## src/rtl/vis_block_fetch_if.sv

```systemverilog
// vis_block_fetch_if
//   Wishbone-like read bus between the visibility fetch master and the
//   correlator blocks' read-back slave.
//
//   Signals (named from the master's point of view):
//     cyc_o  bus cycle active
//     stb_o  read strobe, one word per cycle
//     we_o   write enable (always 0, the master only reads)
//     bst_o  high while further strobes will follow in this fetch
//     adr_o  slave address {block, slot, word}
//     ack_i  slave acknowledge; dat_i is valid in the same cycle
//     dat_i  read data
//
//   Modports: master (fetch engine), slave (correlator read-back port).
interface vis_block_fetch_if #(
  parameter int ABITS = 8,
  parameter int ACCUM = 24
) ();
  logic             cyc_o;
  logic             stb_o;
  logic             we_o;
  logic             bst_o;
  logic [ABITS-1:0] adr_o;
  logic             ack_i;
  logic [ACCUM-1:0] dat_i;

  modport master (
    output cyc_o, stb_o, we_o, bst_o, adr_o,
    input  ack_i, dat_i
  );

  modport slave (
    input  cyc_o, stb_o, we_o, bst_o, adr_o,
    output ack_i, dat_i
  );
endinterface

```

## src/rtl/vis_block_fetch.sv

```systemverilog
// vis_block_fetch
//   Reads one complete visibility bank back from a correlator block over a
//   pipelined Wishbone-like bus and streams every returned word into a
//   linear host-side buffer.
//
//   Every valid {block, slot, word} address is strobed exactly once, one
//   per cycle; slot codes TRATE..2^TBITS-1 are skipped. Acks are counted
//   independently of strobes, so any slave latency is tolerated. Each
//   accepted ack is written one cycle later to badr_o = ack index.
//   A fetch is aborted if TOUT consecutive cycles pass without an ack.
//
//   Ports:
//     clk_i     bus clock
//     rst       synchronous active-high reset
//     start_i   one-cycle request to fetch the inactive bank
//     busy_o    fetch in progress (also high in the done_o cycle)
//     done_o    one-cycle pulse after the final word is written
//     err_o     one-cycle pulse on timeout abort
//     missed_o  sticky: start_i arrived while busy
//     bus       read bus (master modport)
//     bwe_o     host-buffer write enable
//     badr_o    host-buffer address
//     bdat_o    host-buffer write data
module vis_block_fetch #(
  parameter int ACCUM = 24,
  parameter int TRATE = 12,
  parameter int TBITS = 4,
  parameter int BBITS = 1,
  parameter int ABITS = 3 + TBITS + BBITS,
  parameter int COUNT = 8 * TRATE * (1 << BBITS),
  parameter int CBITS = 8,
  parameter int TOUT  = 15,
  // Register delay used by older simulation models; no effect here.
  parameter int DELAY = 3
) (
  input  logic                 clk_i,
  input  logic                 rst,
  input  logic                 start_i,
  output logic                 busy_o,
  output logic                 done_o,
  output logic                 err_o,
  output logic                 missed_o,
  vis_block_fetch_if.master    bus,
  output logic                 bwe_o,
  output logic [CBITS-1:0]     badr_o,
  output logic [ACCUM-1:0]     bdat_o
);

  // One extra bit so the counters can hold COUNT itself even when
  // COUNT == 2^CBITS.
  localparam int NW = CBITS + 1;
  localparam int TW = (TOUT < 2) ? 1 : $clog2(TOUT + 1);

  localparam logic [NW-1:0]    COUNT_C   = NW'(COUNT);
  localparam logic [NW-1:0]    LAST_C    = NW'(COUNT - 1);
  localparam logic [TW-1:0]    TOUT_LAST = TW'(TOUT - 1);
  localparam logic [TBITS-1:0] SLOT_LAST = TBITS'(TRATE - 1);

  if (COUNT > (1 << CBITS) || ABITS != 3 + TBITS + BBITS || DELAY < 0) begin : g_param_check
    $error("vis_block_fetch: inconsistent parameters");
  end

  typedef enum logic [1:0] {
    ST_IDLE,
    ST_READ,
    ST_DRAIN
  } state_t;

  state_t             state_reg,   state_next;
  logic [2:0]         word_reg,    word_next;
  logic [TBITS-1:0]   slot_reg,    slot_next;
  logic [BBITS-1:0]   blk_reg,     blk_next;
  logic [NW-1:0]      stb_cnt_reg, stb_cnt_next;   // strobes already issued
  logic [NW-1:0]      ack_cnt_reg, ack_cnt_next;   // acks accepted
  logic [TW-1:0]      tout_reg,    tout_next;
  logic               cyc_reg,     cyc_next;
  logic               stb_reg,     stb_next;
  logic               busy_reg,    busy_next;
  logic               done_reg,    done_next;
  logic               err_reg,     err_next;
  logic               missed_reg,  missed_next;
  logic               bwe_reg,     bwe_next;
  logic [CBITS-1:0]   badr_reg,    badr_next;
  logic [ACCUM-1:0]   bdat_reg,    bdat_next;
  logic               ack_take;

  always_ff @(posedge clk_i) begin
    if (rst) begin
      state_reg   <= ST_IDLE;
      word_reg    <= '0;
      slot_reg    <= '0;
      blk_reg     <= '0;
      stb_cnt_reg <= '0;
      ack_cnt_reg <= '0;
      tout_reg    <= '0;
      cyc_reg     <= 1'b0;
      stb_reg     <= 1'b0;
      busy_reg    <= 1'b0;
      done_reg    <= 1'b0;
      err_reg     <= 1'b0;
      missed_reg  <= 1'b0;
      bwe_reg     <= 1'b0;
      badr_reg    <= '0;
      bdat_reg    <= '0;
    end else begin
      state_reg   <= state_next;
      word_reg    <= word_next;
      slot_reg    <= slot_next;
      blk_reg     <= blk_next;
      stb_cnt_reg <= stb_cnt_next;
      ack_cnt_reg <= ack_cnt_next;
      tout_reg    <= tout_next;
      cyc_reg     <= cyc_next;
      stb_reg     <= stb_next;
      busy_reg    <= busy_next;
      done_reg    <= done_next;
      err_reg     <= err_next;
      missed_reg  <= missed_next;
      bwe_reg     <= bwe_next;
      badr_reg    <= badr_next;
      bdat_reg    <= bdat_next;
    end
  end

  always_comb begin
    state_next   = state_reg;
    word_next    = word_reg;
    slot_next    = slot_reg;
    blk_next     = blk_reg;
    stb_cnt_next = stb_cnt_reg;
    ack_cnt_next = ack_cnt_reg;
    tout_next    = tout_reg;
    cyc_next     = cyc_reg;
    stb_next     = stb_reg;
    done_next    = 1'b0;
    err_next     = 1'b0;
    missed_next  = missed_reg;
    bwe_next     = 1'b0;
    badr_next    = badr_reg;
    bdat_next    = bdat_reg;
    ack_take     = 1'b0;

    // busy_reg also covers the done_o cycle, so a start there is missed.
    if (start_i && busy_reg) begin
      missed_next = 1'b1;
    end

    case (state_reg)
      ST_IDLE: begin
        if (start_i && !busy_reg) begin
          state_next   = ST_READ;
          cyc_next     = 1'b1;
          stb_next     = 1'b1;
          word_next    = '0;
          slot_next    = '0;
          blk_next     = '0;
          stb_cnt_next = '0;
          ack_cnt_next = '0;
          tout_next    = '0;
          missed_next  = 1'b0;
        end
      end

      ST_READ, ST_DRAIN: begin
        // Acks beyond the bank size are dropped but still count as
        // bus activity for the timeout.
        ack_take = bus.ack_i && (ack_cnt_reg != COUNT_C);
        if (ack_take) begin
          ack_cnt_next = ack_cnt_reg + NW'(1);
          bwe_next     = 1'b1;
          badr_next    = ack_cnt_reg[CBITS-1:0];
          bdat_next    = bus.dat_i;
        end
        tout_next = bus.ack_i ? '0 : tout_reg + TW'(1);

        if (state_reg == ST_READ) begin
          if (stb_cnt_reg == LAST_C) begin
            stb_next   = 1'b0;
            state_next = ST_DRAIN;
            word_next  = '0;
            slot_next  = '0;
            blk_next   = '0;
          end else begin
            stb_cnt_next = stb_cnt_reg + NW'(1);
            if (word_reg == 3'd7) begin
              word_next = '0;
              if (slot_reg == SLOT_LAST) begin
                slot_next = '0;
                blk_next  = blk_reg + BBITS'(1);
              end else begin
                slot_next = slot_reg + TBITS'(1);
              end
            end else begin
              word_next = word_reg + 3'd1;
            end
          end
        end

        if (state_reg == ST_DRAIN && ack_cnt_reg == COUNT_C) begin
          state_next = ST_IDLE;
          cyc_next   = 1'b0;
          done_next  = 1'b1;
        end else if (!bus.ack_i && tout_reg == TOUT_LAST) begin
          // TOUT ack-less cycles: abandon the fetch, keep partial writes.
          state_next = ST_IDLE;
          cyc_next   = 1'b0;
          stb_next   = 1'b0;
          err_next   = 1'b1;
          word_next  = '0;
          slot_next  = '0;
          blk_next   = '0;
        end
      end

      default: begin
        state_next = ST_IDLE;
      end
    endcase

    busy_next = (state_next != ST_IDLE) || done_next;
  end

  assign busy_o    = busy_reg;
  assign done_o    = done_reg;
  assign err_o     = err_reg;
  assign missed_o  = missed_reg;
  assign bus.cyc_o = cyc_reg;
  assign bus.stb_o = stb_reg;
  assign bus.we_o  = 1'b0;
  assign bus.bst_o = stb_reg && (stb_cnt_reg != LAST_C);
  assign bus.adr_o = {blk_reg, slot_reg, word_reg};
  assign bwe_o     = bwe_reg;
  assign badr_o    = badr_reg;
  assign bdat_o    = bdat_reg;

endmodule
```

## src/flat_wrapper.sv

```systemverilog
// flat-port wrapper written by rule: the top's interface ports become plain ports
module vis_block_fetch_flat 
#(
  parameter int ACCUM = 24,
  parameter int TRATE = 12,
  parameter int TBITS = 4,
  parameter int BBITS = 1,
  parameter int ABITS = 3 + TBITS + BBITS,
  parameter int COUNT = 8 * TRATE * (1 << BBITS),
  parameter int CBITS = 8,
  parameter int TOUT  = 15,
                                                                    
  parameter int DELAY = 3
)
  (clk_i, rst, start_i, busy_o, done_o, err_o, missed_o, bwe_o, badr_o, bdat_o, bus_cyc_o, bus_stb_o, bus_we_o, bus_bst_o, bus_adr_o, bus_ack_i, bus_dat_i);
  vis_block_fetch_if #(.ABITS(ABITS), .ACCUM(ACCUM)) bus_i ();
  input  logic clk_i;
  input  logic rst;
  input  logic start_i;
  output logic busy_o;
  output logic done_o;
  output logic err_o;
  output logic missed_o;
  output logic bwe_o;
  output logic [CBITS-1:0] badr_o;
  output logic [ACCUM-1:0] bdat_o;
  output wire logic [$bits(bus_i.cyc_o)-1:0] bus_cyc_o;
  output wire logic [$bits(bus_i.stb_o)-1:0] bus_stb_o;
  output wire logic [$bits(bus_i.we_o)-1:0] bus_we_o;
  output wire logic [$bits(bus_i.bst_o)-1:0] bus_bst_o;
  output wire logic [$bits(bus_i.adr_o)-1:0] bus_adr_o;
  input wire logic [$bits(bus_i.ack_i)-1:0] bus_ack_i;
  input wire logic [$bits(bus_i.dat_i)-1:0] bus_dat_i;
  assign bus_cyc_o = bus_i.cyc_o;
  assign bus_stb_o = bus_i.stb_o;
  assign bus_we_o = bus_i.we_o;
  assign bus_bst_o = bus_i.bst_o;
  assign bus_adr_o = bus_i.adr_o;
  assign bus_i.ack_i = bus_ack_i;
  assign bus_i.dat_i = bus_dat_i;
  vis_block_fetch #(.ACCUM(ACCUM), .TRATE(TRATE), .TBITS(TBITS), .BBITS(BBITS), .ABITS(ABITS), .COUNT(COUNT), .CBITS(CBITS), .TOUT(TOUT), .DELAY(DELAY)) u_core (.clk_i(clk_i), .rst(rst), .start_i(start_i), .busy_o(busy_o), .done_o(done_o), .err_o(err_o), .missed_o(missed_o), .bus(bus_i), .bwe_o(bwe_o), .badr_o(badr_o), .bdat_o(bdat_o));
endmodule
```

## config.mk

```make
export PLATFORM = sky130hd
export DESIGN_NAME = vis_block_fetch_flat
export DESIGN_NICKNAME = d
export VERILOG_FILES = /design/src/rtl/vis_block_fetch_if.sv /design/src/rtl/vis_block_fetch.sv /design/src/flat_wrapper.sv
export SDC_FILE = /design/constraint.sdc
export NUM_CORES = 1
export LEC_CHECK = 0
export BUFFER_PORTS_ARGS = -buffer_cell sky130_fd_sc_hd__buf_4
export CORE_AREA = 2 2 85 87
export DETAILED_ROUTE_END_ITERATION = 8
export DIE_AREA = 0 0 87 89
export PLACE_DENSITY = 0.74
export SYNTH_ARGS = -nofsm -noshare
export SYNTH_HDL_FRONTEND = slang
export SYNTH_SLANG_ARGS = --single-unit
```

## constraint.sdc

```tcl
create_clock -name clk_i -period 2.3 [get_ports clk_i]
set_clock_uncertainty 0.1 [all_clocks]
set_input_delay 0.115 -clock clk_i [delete_from_list [all_inputs] [get_ports clk_i]]
set_output_delay 0.115 -clock clk_i [all_outputs]
set_load 0.005 [all_outputs]
```

; Word-level counts from Yosys, hierarchy flattened
; Index checks and enable logic that the tools add are counted.
[word_totals]
output_inout_bits = 49
regBits = 71
input_bits = 28
[op_classes]
bitwise = 1
eq_ne = 14
mux = 53
n_addsub = 6
n_reduce_logical = 20
[ops]
columns = operator, n
row1 = 2-to-1 mux 9 bit, 4
row2 = case mux 9 bit (2 select lines), 2
row3 = 2-to-1 mux 4 bit, 8
row4 = 2-to-1 mux 1 bit, 21
row5 = "adder 9 x 1 -> 9 bit, second input constant", 2
row6 = "== test 9 x 8 -> 1 bit, second input constant", 2
row7 = 2-to-1 mux 3 bit, 6
row8 = "!= test 9 x 8 -> 1 bit, second input constant", 2
row9 = case mux 4 bit (2 select lines), 2
row10 = 2-to-1 mux 2 bit, 5
row11 = "adder 4 x 1 -> 4 bit, second input constant", 2
row12 = "== test 4 bit, second input constant", 2
row13 = logical AND 1 bit, 6
row14 = "!= test 2 x 1 -> 1 bit, second input constant", 3
row15 = case mux 1 bit (2 select lines), 3
row16 = case mux 3 bit (2 select lines), 1
row17 = AND reduction 3 bit, 2
row18 = case mux 2 bit (2 select lines), 1
row19 = AND reduction 2 bit, 2
row20 = AND reduction 4 bit, 1
row21 = nonzero test 2 bit, 2
row22 = OR reduction 2 bit, 2
row23 = "adder 3 x 1 -> 3 bit, second input constant", 1
row24 = "== test 3 bit, second input constant", 1
row25 = 10 further kinds, 11

; Longest topological paths before layout
[depth]
ltp_word = 8
ltp_mapped = 8

; Least setup slack after synthesis
; OpenSTA, ideal clock, no wires.
[synth_timing]
path_kind = reg2reg
startpoint = reg u_core.ack_cnt_reg[2]
endpoint = reg u_core.word_reg[0]
required_ps = 2114
path_stages_with_launch = 7
arrival_time_ps = 2046
path_buffers = 1
slack_ps = 67
path_cell_list = dfxtp_1 buf_6 or4_4 nor3_4 o21ai_2 or4_4 a221oi_2
[synth_between]
elab_chain_cells = 4
[synth_lines]
columns = item, line_no
row1 = start: declaration, vis_block_fetch.sv:74  ; logic [NW-1:0] ack_cnt_reg, ack_cnt_next;
row2 = start signal: assignment, vis_block_fetch.sv:111  ; ack_cnt_reg <= ack_cnt_next;
row3 = == test 9 x 8 -> 1 bit, vis_block_fetch.sv:199  ; if (state_reg == ST_DRAIN && ack_cnt_reg == COUNT_C) begin
row4 = logical AND 1 bit, vis_block_fetch.sv:199
row5 = 2-to-1 mux 3 bit, vis_block_fetch.sv:199
row6 = case mux 3 bit (2 select lines), vis_block_fetch.sv:148  ; case (state_reg)
row7 = end signal: assignment, vis_block_fetch.sv:107  ; word_reg <= word_next;
row8 = end: declaration, vis_block_fetch.sv:70  ; logic [2:0] word_reg, word_next;
; Every way passes these cells.
; A chain may end at the register's enable or synchronous reset.

; Worst setup path after layout
[layout_timing]
startpoint = reg u_core.state_reg[0]
endpoint = reg u_core.ack_cnt_reg[3]
[layout_between]
elab_chain_cells = 4
word_cells_on_any_way = 9
cone_classes = 4 x eq/ne / 1 x mux / 4 x reduce/logical
[layout_lines]
columns = item, line_no
row1 = start: declaration, vis_block_fetch.sv:69  ; state_t state_reg, state_next;
row2 = start signal: assignment, vis_block_fetch.sv:106  ; state_reg <= state_next;
row3 = == test 2 bit / == test 2 x 1 -> 1 bit (equally long branches), vis_block_fetch.sv:148
row4 = OR reduction 2 bit, vis_block_fetch.sv:148
row5 = != test 2 x 1 -> 1 bit (no source line) / nonzero test 2 bit (equally long branches), -
row6 = AND reduction 3 bit (no source line), -
; Parallel ways exist; a longest one is shown, timed or not.

==> flow_summary_export.csv <==
group,metric,value,unit
clock_tree,cts.sinks,71,
yosys,synth_top_area_share,45.0,%
floorplanning,start_util,47.0,%
global_route,grt_overflow,0,
yosys,muxShareOfSynthArea,0.634,%
yosys,synth_enable_flop_cells,0,
yosys,synth_area_per_cell,8.20,µm²
routing,wl_per_cell,14.3,µm
pwr,clkPwrFrac,43.9,%
routing,antenna_left,0,
pwr,p_seq_share,42.3,%
timing,setup_violations,0,
yosys,synth-main-ff-cell,"dfxtp_1",
worst_setup_path,cp-end-kind,"flop",
yosys,synth_fp_nets,425,
routing,vias,3157,
yosys,synth_compound_area_share,16.2,%
floorplanning,core_area,0.00672,mm²
timing,holdWs,0.0965,ns
run_status,outcome,"finished clean",
timing,drv_slew,0,
worst_setup_path,worstPathRequired,2.42,ns
routing,drt-met1-wl,3.57,mm
yosys,synth_xor_area_share,3.05,%
clock_tree,cts_root_buffer,"clkbuf_8",
timing,fin_crit_sh,93.9,%
routing,firstDrtPassIters,5,
yosys,synth_common_cells,"nand2_1, dfxtp_1, a21oi_1",
final_layout,largest_reg_flops,24,
placed_design,gp_congestion,0.840,
clock_tree,clk_pin_slew,0.07,ns
yosys,yosys-top-cells-area,"dfxtp_1, nand2_1, a21oi_1, ha_1, nor2_1",
global_route,grt_pass1_wl,13.8,mm
flow_run,drv_cap,0,
pwr,ir_worst_vdd,388,µV
placed_design,hpwl,5.53,mm
global_route,antenna_found_initial,0,
yosys,synth-simple-area-share,25.2,%
yosys,syn_area,0.00316,mm²
timing,rsz0062_at_grt,"true",
pwr,combPwrFrac,13.8,%
final_layout,n_fill_cell,537,
hold_path,hp-class,"input pin to flop",
clock_tree,clk_latency,0.35,ns
clock_tree,cts_tree,"yes",
pwr,leakage,0.00176,µW
timing,hold_viol,0,
routing,via_per_inst,5.43,
floorplanning,die_area,0.00774,mm²
floorplanning,io_pins,77,
timing,fin_setup_tns,0,ns
floorplanning,die_y,89,µm
yosys,syn_inst,385,
final_layout,diodes,0,
pwr,power_switching_share,23.9,%
yosys,synth.most_common_cell,"nand2_1",
final_layout,area_growth_syn_to_layout,39.4,%
yosys,synth_top_family_by_area,"simple AND/OR/NAND/NOR gates",
pwr,p_per_area,693,mW/mm²
clock_tree,cts_setup_buffers,0,
routing,dr_wl_met2,4.17,mm
global_route,grt_max_degree,33,
timing,tightest_slew,0.591,ns
worst_setup_path,cp_max_fo,19,
routing,top_layer_used,"met4",
timing,max_freq,463,MHz
clock_tree,cts_max_level,3,
yosys,synth_warnings,0,
timing,min_period,2.16,ns
timing,slew_headroom,60.6,%
floorplanning,fp.dieW,87,µm
routing,drt-initial-drc-count,151,
worst_setup_path,crit_type,"flop to flop",
yosys,ys_seq_area_share,45.0,%
routing,wl_met3,429,µm
pwr,p_int,2320,µW
floorplanning,num_rows,30,
clock_tree,numCtsBuffers,9,
pwr,switchingPower,729,µW
placed_design,io_buffers,75,
yosys,synth_cell_type_count,50,
global_route,grt_pass1_vias,2980,
final_layout,nNetsFinal,536,
global_route,track_usage,22.5,%
yosys,synth-adder-area-share,4.75,%
worst_setup_path,arrival,2.28,ns
routing,drc,0,
yosys,synth_seq_cells,71,
yosys,yosysTopAreaCell,"dfxtp_1",
yosys,async_reset_ff_share,0,%
final_layout,drive_above_1_share,23.8,%
worst_setup_path,cp-start-kind,"flop",
clock_tree,clockBufferDepth,2,
routing,routed_wl,8.32,mm
layout by cell type, fill, tap and decap left out, types with 2 or more instances in the layout:
cell,synthesis,layout
xnor2_1,9,9
nor4_1,5,5
nor3_1,9,9
a22oi_1,2,2
or4_4,2,2
nor2_1,24,23
bufinv_16,0,4
nand4_1,6,6
dfxtp_1,71,71
a2111oi_1,0,2
and3_1,6,6
o21ai_1,3,3
mux2i_1,2,2
o21ai_0,7,7
xor2_1,2,2
nor2b_1,2,2
a32o_1,2,2
ha_1,12,12
o21a_1,2,2
a211oi_1,4,4
a21oi_1,47,47
nand2_1,84,84
clkbuf_8,0,10
or4_1,5,5
dlygate4sd3_1,0,27
inv_1,14,14
nand4b_1,2,2
o31ai_1,3,3
nand3_1,13,13
o211ai_1,2,2
nand2b_1,4,4
buf_4,5,94
path summary, 6_finish.rpt:
path,start,endpoint,slack [ns],cells past startpoint
max,u_core.state_reg[0],u_core.ack_cnt_reg[3],0.14,6
min,bus_ack_i,u_core.tout_reg[3],0.1,4
max reg2reg,u_core.state_reg[0],u_core.ack_cnt_reg[3],0.14,6
min reg2reg,u_core.bdat_o[21],u_core.bdat_o[21],0.36,2
final cells by class:
class	count	area [µm²]	area share [%]
multi-input cells	279	1580	35.9
flip-flops and latches	71	1420	32.3
repair buffers	121	976	22.2
clock buffers	11	141	3.21
clock inverters	5	129	2.93
well taps	80	100	2.27
inverters	14	52.6	1.19
worst max-delay path, stage by stage (launching register included):
cell,delay [ns]
dfxtp_1,0.40
inv_1,0.09
ha_1,0.27
a21o_1,0.39
a2111oi_0,0.55
xnor2_1,0.18
nor2_1,0.05
cells by family after synthesis:
kind of cell	Yosys count
simple gates	169
flops	71
compound gates	84
xor+xnor	11
other cells	1
mux	2
buf+inv	35
fa+ha+maj	12
power groups by stage:
stage                     logic [µW]  clock network [µW]  registers, µW
after floorplan                  198                   0           1320
after global placement           370                   0           1320
after detailed placement         376                   0           1320
after CTS                        415                1370           1290
after global routing             462                1420           1300
final                            420                1340           1290
through the flow:
step | cells | utilization [%] | total power, µW | instance area (µm²) | worst slack, ns
floorplan | 385 | - | 1520 | 3160 | 0.0675
CTS | 581 | 65.5 | 3070 | 4400 | 0.142
detailed placement | 538 | 57.4 | 1700 | 3860 | 0.160
finish | 581 | 65.5 | 3050 | 4400 | 0.140
global route | 581 | 65.5 | 3180 | 4400 | -0.00976
global placement | 538 | 57.4 | 1690 | 3860 | 0.239
repair_timing:
| action | CTS | global route |
|---|---|---|
| gates resized for setup | 0 | 2 |
| endpoints found under the hold margin | 30 | 0 |
| endpoints found under the setup margin | 0 | 3 |
| hold buffers | 27 | 0 |
metal layers:
layer  vias up  track usage [%]
met5         -                0
met4         0             7.53
met3        11             5.45
met2        79             37.3
met1      1513             28.9
li1       1554                -
Power figures use the tool's default switching activity.
